===== src/rtl/ps2_receptor.sv =====
// PS/2 keyboard receiver: synchronise, deglitch, deserialise and check
// 11-bit frames, publishing one scancode strobe per good frame.
module ps2_receptor #(
    parameter int SYNC_STAGES    = 2,
    parameter int FILTER_LEN     = 4,
    parameter int TIMEOUT_CYCLES = 50000
) (
    input  logic        clock_fpga,
    input  logic        reset,
    input  logic        clock_intermediar,
    input  logic        data_in,
    output logic [10:0] data_in_parallel,
    output logic [3:0]  count,
    output logic [7:0]  scancode,
    output logic        code_valid,
    output logic        frame_err
);

    localparam int FW = $clog2(FILTER_LEN + 1);
    localparam int TW = $clog2(TIMEOUT_CYCLES + 1);

    typedef enum logic [1:0] {
        IDLE,
        RECV,
        DONE
    } state_t;

    state_t                 state;
    logic [SYNC_STAGES-1:0] clk_sync;
    logic [SYNC_STAGES-1:0] dat_sync;
    logic [FW-1:0]          filt_cnt;
    logic                   clk_f;
    logic                   clk_f_q;
    logic                   fall;
    logic [TW-1:0]          tcnt;
    logic                   clk_s;
    logic                   dat_s;
    logic                   frame_ok;

    assign clk_s = clk_sync[SYNC_STAGES-1];
    assign dat_s = dat_sync[SYNC_STAGES-1];

    assign frame_ok = (data_in_parallel[0] == 1'b0) &&
                      (data_in_parallel[10] == 1'b1) &&
                      (^data_in_parallel[9:1] == 1'b1);

    // Bring the asynchronous keyboard lines into the clock_fpga domain
    always_ff @(posedge clock_fpga or negedge reset) begin
        if (!reset) begin
            clk_sync <= '0;
            dat_sync <= '0;
        end else begin
            clk_sync <= {clk_sync[SYNC_STAGES-2:0], clock_intermediar};
            dat_sync <= {dat_sync[SYNC_STAGES-2:0], data_in};
        end
    end

    // Deglitch the PS/2 clock: change only after a run of equal samples
    always_ff @(posedge clock_fpga or negedge reset) begin
        if (!reset) begin
            filt_cnt <= '0;
            clk_f    <= 1'b0;
        end else if (clk_s == clk_f) begin
            filt_cnt <= '0;
        end else if (filt_cnt == FW'(FILTER_LEN - 1)) begin
            clk_f    <= clk_s;
            filt_cnt <= '0;
        end else begin
            filt_cnt <= filt_cnt + 1'b1;
        end
    end

    // One-cycle registered pulse on each falling edge of the filtered clock
    always_ff @(posedge clock_fpga or negedge reset) begin
        if (!reset) begin
            clk_f_q <= 1'b0;
            fall    <= 1'b0;
        end else begin
            clk_f_q <= clk_f;
            fall    <= clk_f_q & ~clk_f;
        end
    end

    // Frame FSM: collect bits, watch for stalls, check and publish
    always_ff @(posedge clock_fpga or negedge reset) begin
        if (!reset) begin
            state            <= IDLE;
            data_in_parallel <= '0;
            count            <= '0;
            scancode         <= '0;
            code_valid       <= 1'b0;
            frame_err        <= 1'b0;
            tcnt             <= '0;
        end else begin
            code_valid <= 1'b0;
            frame_err  <= 1'b0;
            unique case (state)
                IDLE: begin
                    tcnt <= '0;
                    if (fall && !dat_s) begin
                        data_in_parallel <= '0;
                        count            <= 4'd1;
                        state            <= RECV;
                    end
                end
                RECV: begin
                    if (fall) begin
                        tcnt                    <= '0;
                        data_in_parallel[count] <= dat_s;
                        count                   <= count + 4'd1;
                        if (count == 4'd10) begin
                            state <= DONE;
                        end
                    end else if (tcnt == TW'(TIMEOUT_CYCLES - 1)) begin
                        frame_err        <= 1'b1;
                        count            <= '0;
                        data_in_parallel <= '0;
                        tcnt             <= '0;
                        state            <= IDLE;
                    end else begin
                        tcnt <= tcnt + 1'b1;
                    end
                end
                DONE: begin
                    if (frame_ok) begin
                        scancode   <= data_in_parallel[8:1];
                        code_valid <= 1'b1;
                    end else begin
                        frame_err <= 1'b1;
                    end
                    count <= '0;
                    tcnt  <= '0;
                    state <= IDLE;
                end
                default: begin
                    state <= IDLE;
                end
            endcase
        end
    end

endmodule


===== config.mk =====
export PLATFORM = sky130hd
export DESIGN_NAME = ps2_receptor
export DESIGN_NICKNAME = d
export VERILOG_FILES = /design/src/rtl/ps2_receptor.sv
export SDC_FILE = /design/constraint.sdc
export NUM_CORES = 1
export LEC_CHECK = 0
export BUFFER_PORTS_ARGS = -buffer_cell sky130_fd_sc_hd__buf_2
export CORE_MARGIN = 4
export CORE_UTILIZATION = 24
export CTS_CLUSTER_SIZE = 30
export DETAILED_ROUTE_END_ITERATION = 8
export PLACE_DENSITY = 0.37
export SYNTH_ARGS = -nofsm -noshare
export SYNTH_HDL_FRONTEND = slang
export SYNTH_SLANG_ARGS = --single-unit

===== constraint.sdc =====
create_clock -name clock_fpga -period 2.1 [get_ports clock_fpga]
set_input_delay 0.21 -clock clock_fpga [delete_from_list [all_inputs] [get_ports clock_fpga]]
set_output_delay 0.21 -clock clock_fpga [all_outputs]
set_load 0.01 [all_outputs]

-- Yosys cells after proc, flatten, opt, wreduce, memory -nomap -nowiden
Cells that the tools add are included.
Widths: inputs -> output; s select.
- mux-type cells: 27
- eq/ne operators: 9
- reductions and logical operators: 16
- add/subtract/negate cells: 3
- magnitude comparators: 2
- bitwise gates (word level): 4
- operators with widths (cell ; count):
    $mux 11 ; 3
    $mux 16 ; 2
    $pmux 16 s2 ; 1
    $pmux 11 s2 ; 1
    $add 16x1->16 const B ; 1
    $eq 16x16->1 const B ; 1
    $mux 4 ; 3
    $pmux 4 s3 ; 1
    $bwmux 11 ; 1
    $reduce_and 3->1 ; 3
    $reduce_xor 9->1 ; 1
    $mux 2 ; 4
    $mux 1 ; 6
    $mux 3 ; 2
    $ne 3x3->1 const B ; 2
    $lt 4x5->1 const B ; 1
    $add 4x1->4 const B ; 1
    $demux 1 s4 ; 1
    $eq 4x4->1 const B ; 1
    $ge 4x1->1 const B ; 1
    $logic_and 1x1->1 ; 4
    $pmux 2 s2 ; 1
    $reduce_and 2->1 ; 2
    $reduce_bool 2->1 ; 2
    13 further kinds ; 15
- output and inout bits: 25
- bits of input ports: 4
- register bits after elaboration: 53
- word-level logic and storage cells: 74

-- Depth between registers and ports, before layout
- word-level depth: 7
- gate-level depth with buffers: 8
- gate-level depth less buffers: 7

-- Worst setup path after synthesis
Ideal clock, no wire load.
- path kind: register -> register
- from: reg data_in_parallel[3]
- to: reg scancode[0]
- cell stages (with the launch flop): 7
- slack: 202 ps
- path buffers: 1
- arrival: 1773 ps
- library setup time: 125 ps
- data required time: 1975 ps
- clock period less this slack: 1898 ps
- path through: dfrtp_1 -> xor2_1 -> xnor3_1 -> xnor2_1 -> nand4bb_1 -> buf_6 -> mux2_4
- longest elaborated chain between the ends: 3
- RTL lines (element ; RTL line ; text):
    start, declared ; 12 ; output logic [10:0] data_in_parallel,
    start signal, assigned by index ; 109 ; data_in_parallel[count] <= dat_s;
    $reduce_xor 9->1 ; 45 ; (^data_in_parallel[9:1] == 1'b1);
    $logic_and 1x1->1 ; 44 ; (data_in_parallel[10] == 1'b1) &&
    $reduce_and 2->1 (no source line) ; n/a ;
    end signal, assigned ; 126 ; scancode <= data_in_parallel[8:1];
    end, declared ; 14 ; output logic [7:0] scancode,
No other way between the ends.
A chain may end at the register's enable or synchronous reset.

-- Worst setup path after layout
- from: reg data_in_parallel[5]
- to: reg scancode[5]
The elaborated chain is that of the path after synthesis.

==> impl_metrics.csv <==
group,metric,value,unit
outcome,status,"finished clean",
floorplanning,die-area,13070,sq um
sta,finalCriticalPeriod,2.025,ns
drt,dr.pass1.iters,6,
floorplanning,fp.dieH,114.3,microns
grt,gr-usage-all-layers,10.35,%
critical_path,path_cells,"xnor2_1, xnor3_1, xnor2_2, nand4bb_4, buf_6, mux2_4",
critical_path,regToRegEndpoint,"scancode[5]",
finish,final_cell_mix,"dfrtp_1 (53), buf_2 (28), buf_4 (24)",
finish,final_common_cell,"dfrtp_1",
synth,synthTopCellsByArea,"dfrtp_1 (49%), xnor2_1 (4.8%), ha_1 (4.6%)",
sta,hold_viol,0,
drt,first_iter_violations,63,
min_path,whs_path_depth,1,
grt,globalRoute.totalOverflow,0,
critical_path,rrSetupSlack,0.07,ns
synth,yosysWarnings,0,
clocking,cts_buffers,5,
grt,grt_pass1_vias,2003,
sta,relSlewSlack,55.45,%
floorplanning,ioPinCount,29,
floorplanning,die_x,114.3,microns
clocking,cts.sinks,53,
synth,ys_seq_elements,53,
critical_path,critical_path.slowest_cell,"xnor3_1",
sta,finalCritPeriodShare,96.44,%
finish,post-route-util,31.41,%
sta,fmax,493.8,MHz
grt,grt_max_degree,29,
power_and_ir_drop,cellLeakagePower,1.642,nW
drt,via_per_inst,4.339,
sta,setup-tns-final,0,ns
sta,slew_violations,0,
floorplanning,start_util,24.82,%
min_path,min_from,"clock_intermediar",
place,numPortBuffers,28,
finish,fin_cells,445,
finish,nets,318,
critical_path,critPathBufInv,1,
critical_path,end_kind,"register",
critical_path,worstPathMaxFanout,7,
synth,synth_top_area_share,48.87,%
sta,tightest_slew,0.6682,ns
place,dpl.cell_count,433,
critical_path,crit_required,2.28,ns
floorplanning,core_area,10940,sq um
critical_path,r2r_cells,6,
critical_path,cp-start-kind,"register",
synth,syn_area_per_cell,10.90,sq um
clocking,clk_latency,0.29,ns
clocking,cts_tree,"done",
drt,drc,0,
drt,vias,1931,
grt,antenna_found_initial,0,
synth,synth.net_count,263,
clocking,root_buffer,"clkbuf_16",
sta,fin_skew,0.006000,ns
power_and_ir_drop,power_density,984.9,nW/um^2
synth,yosys.cell_types.count,47,
drt,ant_nets,0,
min_path,min_to,"clk_sync[0]",
clocking,htree_levels,2,
critical_path,crit_family,"XOR/XNOR gates",
synth,synthCells,249,
clocking,cts.path.max_buffers,2,
place,gp_congestion,0.7738,
synth,syn_area,2714,sq um
sta,setup_viol,0,
place,hpwl,4.662,mm
synth,ys.flop_type,"dfrtp_1",
finish,syn_to_final_growth,26.56,%
synth,synth_edf_count,0,
synth,synthArstFlopShare,100.0,%
floorplanning,rows,38,
drt,wire_per_inst,14.13,microns
finish,fillerInstances,1145,
sta,timing.hold.ws,0.02398,ns
critical_path,rr_startpoint,"data_in_parallel[5]",
synth,yosysTopAreaCell,"dfrtp_1",
synth,ys_seq_area_share,48.87,%
finish,num_antenna_cells,0,
run,cap_violations,0,
critical_path,critPathArrivalTime,2.21,ns
power_and_ir_drop,vdd_ir_drop_max,0.3743,mV
min_path,hp-class,"input port to register",
power_and_ir_drop,power,0.003383,W
drt,routed_wl,6.287,mm
critical_path,cpPeakStageDelay,0.45,ns
finish,drive_above_1_share,26.89,%
grt,grt_pass1_wl,10.63,mm
critical_path,crit_type,"register to register",
clocking,path_clk_slew,0.07,ns
[how the worst max path moves through the flow]
stage	startpoint	end	slack, ns	depth (start not counted)
6_report	data_in_parallel[5]	scancode[5]	0.07	6
5_1_grt	data_in_parallel[8]	scancode[0]	-0.02	6
4_1_cts	data_in_parallel[3]	scancode[1]	0.02	6
3_5_place_dp	data_in_parallel[3]	scancode[5]	0.06	6
3_3_place_gp	count[0]	data_in_parallel[10]	0.11	7
2_1_floorplan	data_in_parallel[3]	scancode[0]	0.20	6
[cell families after synthesis]
kind of cell	count (synthesis)	share of synthesized area [%]
xor gates and xnor gates	19	6.639
DFF	53	48.87
adders and majority gates	10	4.610
AOI/OAI and AO/OA	46	12.77
muxes	10	5.210
and+or+nand+nor	95	19.32
buffers and inverters	16	2.582
[power breakdown]
part,switching (W),internal (W),total (W)
sequential,0.0000866,0.00113,0.00122
combinational,0.000675,0.000519,0.00119
clock,0.000371,0.000596,0.000968
[worst register-to-register path: cells and delay by family, from the launching register on]
kind,cells,cell delay [ns]
xor gates and xnor gates,3,0.80
and+or+nand+nor,1,0.24
buffers and inverters,1,0.17
muxes,1,0.30
DFF,1,0.41
[layout make-up]
class	instances	area, sq um	area share (%)
clock buffers	7	142.6	4.153
inverters	8	30.03	0.8743
repair buffers	56	381.6	11.11
clock inverters	1	30.03	0.8743
flip-flops and latches	53	1326	38.62
well taps	140	175.2	5.100
multi-input cells	180	1349	39.27
[sequential cells by signal (all words and copies together), names as in the netlist, 2 cells and up]
register and cells:
tcnt 16, dat_sync 2, clk_sync 2, scancode 8, state 2, filt_cnt 3
data_in_parallel 11, count 4
[metrics by stage]
step | setup WS (ns) | cell area, sq um
6_report | 0.07468 | 3435
5_1_grt | -0.01546 | 3435
4_1_cts | 0.02413 | 3377
3_5_place_dp | 0.05537 | 3194
3_3_place_gp | 0.1126 | 3194
2_1_floorplan | 0.2021 | 2714
[synthesized netlist by cell type, types with 7 or more instances]
| master | n |
|---|---|
| a21o_1 | 10 |
| a22o_1 | 10 |
| dfrtp_1 | 53 |
| ha_1 | 10 |
| inv_1 | 8 |
| mux2_4 | 8 |
| nand2_1 | 23 |
| nand3_1 | 7 |
| nor2_1 | 18 |
| nor2b_1 | 9 |
| nor3_1 | 7 |
| o21ai_0 | 10 |
| xnor2_1 | 15 |
[routing by layer]
layer	wire, microns	global-route usage (%)	vias to the layer above
met5	0	0	-
met4	104	3.959	0
met3	219	2.643	9
met2	2809	15.46	27
met1	3153	14.38	914
li1	-	-	981
[timing repair]
action	in CTS	in global routing
hold buffers	1	0
buffers inserted	0	3
endpoints found under the hold margin	27	0
setup endpoints to repair	0	8
resized for setup	0	5
Power figures use the tool's default switching activity.
